**src/rtl/any1_ialign_buf.sv**
```systemverilog
// rtl/any1_ialign_buf.sv - multi-issue instruction aligner with sequential line buffer
// Extracts up to NWAY consecutive instructions from buffered cache lines starting at ip.
module any1_ialign_buf #(
  parameter int                   LINE_BITS = 512,
  parameter int                   INSN_BITS = 32,
  parameter int                   NWAY      = 2,
  parameter int                   DEPTH     = 2,
  parameter int                   AW        = 32,
  parameter logic [AW-1:0]        RESET_IP  = 'hFFFC0000,
  parameter logic [INSN_BITS-1:0] FAULT_IR  = '0
) (
  input  logic                      clk,
  input  logic                      rst,
  input  logic                      redir,
  input  logic [AW-1:0]             redir_ip,
  input  logic [2:0]                redir_stream,
  input  logic                      line_valid,
  output logic                      line_ready,
  input  logic [AW-1:0]             line_adr,
  input  logic [LINE_BITS-1:0]      line_data,
  output logic [NWAY-1:0]           out_valid,
  output logic [NWAY*INSN_BITS-1:0] out_ir,
  output logic [NWAY*AW-1:0]        out_ip,
  output logic                      out_fault,
  output logic [2:0]                out_stream,
  input  logic                      out_ready
);

  localparam int LB  = LINE_BITS / 8;
  localparam int IB  = INSN_BITS / 8;
  localparam int LBW = $clog2(LB);
  localparam int IBW = $clog2(IB);
  localparam int PW  = (DEPTH > 1) ? $clog2(DEPTH) : 1;
  localparam int CW  = PW + 1;
  localparam int NW  = $clog2(NWAY + 1);
  localparam logic [AW-1:0] LINE_MASK = ~(AW'(LB - 1));
  localparam logic [AW-1:0] INSN_MASK = AW'(IB - 1);
  localparam logic [CW-1:0] DEPTH_C   = CW'(DEPTH);

  typedef enum logic [1:0] {IDLE, RUN, FAULT} state_t;

  state_t                 state, state_nxt;
  logic [AW-1:0]          ip, exp_adr;
  logic [2:0]             stream;
  logic [LINE_BITS-1:0]   buf_data [DEPTH];
  logic [AW-1:0]          buf_adr  [DEPTH];
  logic [PW-1:0]          rd_ptr, wr_ptr, nx_ptr;
  logic [CW-1:0]          count, count_nxt;
  logic                   ready_q;

  logic [NWAY-1:0]           slot_valid;
  logic [NWAY*INSN_BITS-1:0] slot_ir;
  logic [NW-1:0]             n_valid;
  logic [AW-1:0]             ip_nxt, new_line;
  logic                      consume, push, has_one, has_two;
  logic [1:0]                pop_n;

  assign nx_ptr     = rd_ptr + PW'(1);
  assign has_one    = count != '0;
  assign has_two    = count > CW'(1);
  assign line_ready = ready_q;
  assign out_stream = stream;

  // Each slot may hit the head line or the following entry; validity chains from slot 0.
  always_comb begin
    logic [AW-1:0]        a;
    logic [AW-1:0]        la;
    logic                 hit_head, hit_next, chain;
    logic [LBW-IBW-1:0]   idx;
    a          = '0;
    la         = '0;
    hit_head   = 1'b0;
    hit_next   = 1'b0;
    idx        = '0;
    chain      = (state == RUN);
    slot_valid = '0;
    slot_ir    = '0;
    n_valid    = '0;
    for (int k = 0; k < NWAY; k++) begin
      a        = ip + AW'(k * IB);
      la       = a & LINE_MASK;
      hit_head = has_one && (la == buf_adr[rd_ptr]);
      hit_next = has_two && (la == buf_adr[nx_ptr]);
      idx      = a[LBW-1:IBW];
      chain    = chain && (hit_head || hit_next);
      slot_valid[k] = chain;
      if (chain) begin
        slot_ir[k*INSN_BITS +: INSN_BITS] = hit_head
          ? buf_data[rd_ptr][int'(idx)*INSN_BITS +: INSN_BITS]
          : buf_data[nx_ptr][int'(idx)*INSN_BITS +: INSN_BITS];
        n_valid = n_valid + NW'(1);
      end
    end
  end

  always_comb begin
    out_valid = '0;
    out_ir    = '0;
    out_ip    = '0;
    out_fault = 1'b0;
    if (state == FAULT) begin
      out_valid             = NWAY'(1);
      out_ir[INSN_BITS-1:0] = FAULT_IR;
      out_ip[AW-1:0]        = ip;
      out_fault             = 1'b1;
    end else begin
      out_valid = slot_valid;
      out_ir    = slot_ir;
      for (int k = 0; k < NWAY; k++)
        out_ip[k*AW +: AW] = slot_valid[k] ? ip + AW'(k * IB) : '0;
    end
  end

  assign consume  = out_ready && slot_valid[0] && (state == RUN);
  assign ip_nxt   = ip + (AW'(n_valid) << IBW);
  assign new_line = ip_nxt & LINE_MASK;
  assign push     = line_valid && ready_q && !redir && (line_adr == exp_adr);

  // Pop every entry the advanced ip has walked past.
  always_comb begin
    pop_n = 2'd0;
    if (consume && new_line != buf_adr[rd_ptr]) begin
      pop_n = 2'd1;
      if (has_two && new_line != buf_adr[nx_ptr])
        pop_n = 2'd2;
    end
  end

  assign count_nxt = count + CW'(push) - CW'(pop_n);

  always_comb begin
    state_nxt = state;
    case (state)
      IDLE: begin
        if ((ip & INSN_MASK) != '0)
          state_nxt = FAULT;
        else if (push)
          state_nxt = RUN;
      end
      default: state_nxt = state;
    endcase
  end

  always_ff @(posedge clk) begin
    if (rst) begin
      state   <= IDLE;
      ip      <= RESET_IP;
      exp_adr <= RESET_IP & LINE_MASK;
      stream  <= '0;
      rd_ptr  <= '0;
      wr_ptr  <= '0;
      count   <= '0;
      ready_q <= 1'b1;
    end else if (redir) begin
      state   <= IDLE;
      ip      <= redir_ip;
      exp_adr <= redir_ip & LINE_MASK;
      stream  <= redir_stream;
      rd_ptr  <= '0;
      wr_ptr  <= '0;
      count   <= '0;
      ready_q <= 1'b1;
    end else begin
      state <= state_nxt;
      if (consume)
        ip <= ip_nxt;
      if (push)
        exp_adr <= exp_adr + AW'(LB);
      rd_ptr  <= rd_ptr + PW'(pop_n);
      wr_ptr  <= wr_ptr + PW'(push);
      count   <= count_nxt;
      ready_q <= count_nxt < DEPTH_C;
    end
  end

  always_ff @(posedge clk) begin
    if (push) begin
      buf_data[wr_ptr] <= line_data;
      buf_adr[wr_ptr]  <= line_adr;
    end
  end

endmodule

```
**config.mk**
```make
export PLATFORM = sky130hd
export DESIGN_NAME = any1_ialign_buf
export DESIGN_NICKNAME = d
export VERILOG_FILES = /design/src/rtl/any1_ialign_buf.sv
export SDC_FILE = /design/constraint.sdc
export NUM_CORES = 2
export LEC_CHECK = 0
export CAP_MARGIN = 5
export CORE_ASPECT_RATIO = 1.5
export CORE_UTILIZATION = 50
export DETAILED_ROUTE_END_ITERATION = 8
export PLACE_DENSITY = 0.75
export SYNTH_ARGS = -nofsm -noshare
export SYNTH_HDL_FRONTEND = slang
export SYNTH_SLANG_ARGS = --single-unit
```
**constraint.sdc**
```tcl
create_clock -name clk -period 19.2 [get_ports clk]
set_input_delay 3.84 -clock clk [delete_from_list [all_inputs] [get_ports clk]]
set_output_delay 3.84 -clock clk [all_outputs]
set_load 0.05 [all_outputs]
```
* Word-level counts from Yosys, hierarchy flattened
Memory sizes are Yosys's and may differ from the RTL's. A register that Yosys moved wholly into a read port is not among the register bits.
Cells that the tools add are included.
W data, S select, Z words.
** Word-level totals
- Bits in registers :: 74
- Input bits :: 584
- Bits in writable memories :: 1088
- Output and inout bits :: 135
- Memories :: 2
** Memories
- buf_data :: depth 2, bits a word 512, read ports 2, clocked after Yosys merged registers in 1, wr ports 1, line 45 : logic [LINE_BITS-1:0] buf_data [DEPTH];
- buf_adr :: depth 2, bits a word 32, read ports 2, clocked after Yosys merged registers in 1, wr ports 1, line 46 : logic [AW-1:0] buf_adr [DEPTH];
** Operators by class
- Equal/unequal tests :: 9
- Muxes and demuxes :: 26
- Reduce and logical (&&, ||, !) cells :: 24
- Shifts and indexed selects :: 4
- Add/subtract/negate cells :: 9
- Magnitude comparators :: 2
** Operators by type and width (count)
- $shiftx A512 B10 Y32 :: 4
- $mux W32 :: 14
- $eq A32 B32 Y1 :: 5
- $ne A32 B32 Y1 :: 2
- $add A32 B3 Y32 const B :: 1
- $add A32 B4 Y32 :: 1
- $add A32 B7 Y32 const B :: 1
- $reduce_bool A32 Y1 :: 1
- $logic_and A1 B1 Y1 :: 13
- $mux W2 :: 6
- $reduce_bool A2 Y1 :: 4
- $mux W1 :: 6
- $add A1 B1 Y1 :: 2
- $add A1 B1 Y2 const B :: 1
- $add A2 B1 Y2 :: 1
- $eq A2 B1 Y1 const B :: 1
- $eq A2 B2 Y1 const B :: 1
- $gt A2 B1 Y1 const B :: 1
- $logic_not A2 Y1 :: 1
- $logic_or A1 B1 Y1 :: 2
- $lt A2 B2 Y1 const B :: 1
- $reduce_and A2 Y1 :: 1
- $reduce_or A2 Y1 :: 1
- $sub A2 B2 Y2 :: 1
- other kinds (2) :: 2

* Longest topological paths before layout
An unclocked memory read counts as a cell.
- Depth in word-level cells :: 16
- Mapped depth :: 32
- Mapped depth without buffers :: 26

* Least setup slack after synthesis
OpenSTA, ideal clock, no wires.
- Kind :: input-to-reg
- Start :: input port line_adr[1]
- End :: memory buf_adr[1][0], enable pin
- Slack :: 468 ps
- Arrival :: 17748 ps
- Stages :: 8
- Path through :: nor4b_1 -> nand3_1 -> nand3b_1 -> or3_1 -> clkbuf_1 -> inv_1 -> clkbuf_1 -> ha_1
** On the way
- Word-level cells in the longest chain between the ends :: 4
** Ends and longest elaborated chain
- from (decl) :: line 19 : input logic [AW-1:0] line_adr,
- $eq A32 B32 Y1 :: line 117 : assign push = line_valid && ready_q && !redir && (line_adr == exp_adr);
- $logic_and A1 B1 Y1 :: line 117
- $mux W1 :: line 177 : if (push) begin
- $mux W1 (not written as such) :: line 179 : buf_adr[wr_ptr] <= line_adr;
- to (decl) :: line 46
Every way passes these cells.

* Worst setup path after layout
- Start :: register rd_ptr
- End :: output port out_ir[25]
** On the way
- Word-level cells in the longest chain between the ends :: 8
** Ends and longest elaborated chain
- from (decl) :: line 47 : logic [PW-1:0] rd_ptr, wr_ptr, nx_ptr;
- from (signal assigned) :: line 169 : rd_ptr <= rd_ptr + PW'(pop_n);
- $add A1 B1 Y1 * :: line 58 : assign nx_ptr = rd_ptr + PW'(1);
- branches (longest 5 deep; another with $mem_v2 Z2 W512)
- $mux W32 * :: line 87 : if (chain) begin
- $mux W32 * :: line 101 : if (state == FAULT) begin
- to (decl) :: line 22 : output logic [NWAY*INSN_BITS-1:0] out_ir,
Every way passes the cells marked *.

==> summary.md <==
| Metric | Value |
|---|---|
| Crit path launch | rd_ptr |
| Final HPWL from detailed placement | 195,800 um |
| Ys flop type | edfxtp_1 |
| Setup TNS | 0 ps |
| Core Region | 0.1238 mm^2 |
| Comb power frac | 0.092 |
| Reg clk slew, reported paths | 60 ps |
| GR Util All Layers | 0.4389 |
| Layout Area Growth over Synthesis | 19.73% |
| Reg2reg path depth | 27 |
| RSZ-0062 raised after global routing | no |
| Antenna violations before repair | 76 |
| Synth Warn # | 0 |
| Share of layout cells above drive strength 1 | 0.08457 |
| Avg Cell Area, Syn | 11.03 um^2 |
| Placer Congestion | 1.056 |
| Worst setup path endpoint | out_ir[25] |
| Slew headroom | -0.001185 |
| Hold WS | 500.2 ps |
| Drt drc | 0 |
| R2R Path Start | rd_ptr |
| F_max | 0.07686 GHz |
| Cell row count | 158 |
| Worst-margin pin slew | 1496 ps |
| Post-CTS Resized | 0 |
| Crit share post-route | 0.6776 |
| Cells after Synth | 5,663 |
| RR Endpoint | count[1] |
| # clock sinks | 1,156 |
| Critical path class | reg2out |
| Post-synth ARST share | 0 |
| Critical Path RT | 15,360 ps |
| #FFs+latches synth | 1,156 |
| Max Slew Vio Count | 1 |
| Root Driver | clkbuf_16 |
| Tot Pwr | 5673 uW |
| Worst setup EP type | primary output |
| Sw Share | 0.2473 |
| Net Sw Power | 1403 uW |
| WL/cell | 36.21 um |
| Nets@finish | 6,705 |
| Die height | 434.8 um |
| Clock Latency Late Sink | 780 ps |
| Boundary Pins | 719 |
| Sequential area share after synthesis | 0.5449 |
| Seq pwr share | 0.490 |
| Vias in the first global route | 52,347 |
| Peak VDD IR | 0.07504 mV |
| Crit-path max FO | 133 |
| DRT Pass-1 Iters | 7 |
| EDFF count, synth | 1,088 |
| Hold Crit Class | reg2reg |
| Post-CTS setup buffer count | 0 |
| Initial Util | 0.5046 |
| Status | finished, violations left |
| Initial DRC count | 9,108 |
| Min cycle time layout | 13,010 ps |
| DIE AREA | 0.1263 mm^2 |
| P_int | 4270 uW |
| Number of vias per cell | 7.120 |
| H-Tree Depth | 3 |
| Width of the die | 290.6 um |
| Hold-fix buffers, CTS | 0 |
| Total CTS buffers | 111 |
| Clk pwr share | 0.418 |
| Final setup fails | 0 |
| Reg2reg setup slack | 8280 ps |
| Detailed Route WL | 284,600 um |
| Skew final | 46.51 ps |
| Worst EP arrival | 9170 ps |
| Longest Clk Path Bufs | 3 |
| TritonCTS clock tree | built |
| Synthesized Nets | 6,256 |
| Most common cell after layout, fill and taps aside | edfxtp_1 |
| Number of port buffers | 718 |
| PD cells | 75.87 mW/mm^2 |
| Via count | 55,950 |
| Synth unique cells | 93 |
| CP Launch Type | register |
| Leak Pwr | 0.02514 uW |
| Max_cap viols | 1 |
| Detail Route Antenna Nets | 0 |
| Failing checks | max-capacitance violations, max-slew violations |
| Synth Cell Area | 0.06245 mm^2 |
| First-pass GRT wire length | 394,900 um |
| GR Overflow Total | 0 |
| Largest net degree at the start of global routing | 179 |
| Commonest cells after routing, fill and taps aside | edfxtp_1 (1,088), nand2_1 (956), clkdlybuf4s50_1 (716), mux2i_1 (301), nor2_1 (274) |
| Hold Vio Cnt, Final | 0 |
-- flip-flops by register name (all words and copies together), names as in the netlist --
signal      cells
buf_data     1024
buf_adr        64
ip             32
exp_adr        26
out_stream      3
count           2
state           2
line_ready      1
rd_ptr          1
wr_ptr          1
-- synth_stat cells (all sizes together), types with 12 or more instances --
cell / count / area [um^2]
nor4: 77 / 544.3
o21ai: 147 / 735.7
o31ai: 31 / 232.7
o2bb2ai: 12 / 105.1
mux2i: 303 / 3049
nand2b: 24 / 150.1
a221oi: 53 / 464.2
nor2: 283 / 1062
a21oi: 123 / 615.6
a32o: 33 / 330.3
a222oi: 18 / 180.2
o2111ai: 102 / 893.4
and4: 23 / 201.4
nand2: 962 / 3613
nor3: 261 / 1331
xor2: 77 / 674.4
or3: 161 / 1007
nand4: 95 / 621.8
a31o: 19 / 166.4
dfxtp: 68 / 1361
and3: 53 / 331.6
o221ai: 14 / 122.6
o311ai: 33 / 289.0
xnor2: 127 / 1150
o32ai: 20 / 175.2
o31a: 12 / 105.1
a41o: 32 / 320.3
edfxtp: 1088 / 32670
a31oi: 166 / 1039
o22ai: 125 / 788.3
inv: 18 / 67.56
a2111oi: 14 / 122.6
a32oi: 36 / 315.3
buf: 151 / 808.3
o211ai: 17 / 137.6
nor2b: 38 / 237.7
nand3: 263 / 1326
clkbuf: 350 / 1314
mux4: 128 / 2883
-- layout make-up --
type / instances / area [um^2]
diodes: 50 / 125.1
clock buffers: 126 / 2884
clock inverters: 83 / 991.0
fillers: 10000 / 48980
inverters: 19 / 76.32
multi-input cells: 3987 / 26450
flip-flops and latches: 1156 / 34050
well taps: 1600 / 2002
repair buffers: 837 / 8202
-- critical path, cell delays in order (launching register included) --
cell             delay (ps)
dfxtp_4                 810
buf_4                   680
buf_4                   590
mux2i_1                 300
xnor2_1                 180
nor4_1                  430
nand4b_1                340
nor3_2                  760
xnor2_2                 270
buf_12                  740
buf_4                   840
mux2i_1                 230
a221oi_1                400
o21ai_1                 250
a21oi_1                 230
a41o_1                  200
clkdlybuf4s50_1         830
-- metrics by stage --
stage | worst slack, ps | utilization | cell area (um^2) | cells
final | 6190 | 0.6042 | 74770 | 7858
after global routing | 5989 | 0.6038 | 74730 | 7839
after CTS | 6302 | 0.6031 | 74630 | 7807
after detailed placement | 7144 | 0.5718 | 70760 | 7598
after global placement | 7278 | 0.5718 | 70760 | 7598
after floorplan | 467.7 | - | 62450 | 5663
-- cells by family (layout without fill, tap and decap cells) --
kind of cell / after synthesis / in the layout / share of synthesized area
AND/OR/NAND/NOR: 2288 / 2288 / 0.1727
flip-flops: 1156 / 1156 / 0.5449
AO/OA/AOI/OAI: 1050 / 1050 / 0.1200
buffers and inverters: 520 / 1065 / 0.03512
multiplexers: 435 / 435 / 0.09571
XOR/XNOR: 205 / 205 / 0.02957
adder cells (fa/ha/maj): 9 / 9 / 0.001923
other: 0 / 50 / 0
-- worst min path at each step --
stage	start	endpoint	slack [ps]	cells past startpoint
floorplan	state[1]	state[1]	480	1
global placement	out_stream[0]	out_stream[0]	470	2
detailed placement	out_stream[2]	out_stream[2]	490	2
CTS	out_stream[2]	out_stream[2]	500	2
global route	out_stream[2]	out_stream[2]	530	2
finish	out_stream[2]	out_stream[2]	500	2
-- power groups by stage --
stage	clock network, uW	registers [uW]	logic, uW
after global placement	0	2830	497
after floorplan	0	2820	201
final	2370	2780	524
after detailed placement	0	2830	500
after global routing	2460	2780	528
after CTS	2370	2780	503
-- layer usage --
layer | vias up | share of wire | track usage
li1 | 22832 | - | -
met3 | 1055 | 0.14 | 0.1437
met1 | 26935 | 0.33 | 0.5241
met2 | 5082 | 0.44 | 0.6684
met5 | - | 0.0011 | 0
met4 | 46 | 0.089 | 0.3113
Note: power is estimated with default switching activity, not from simulation.
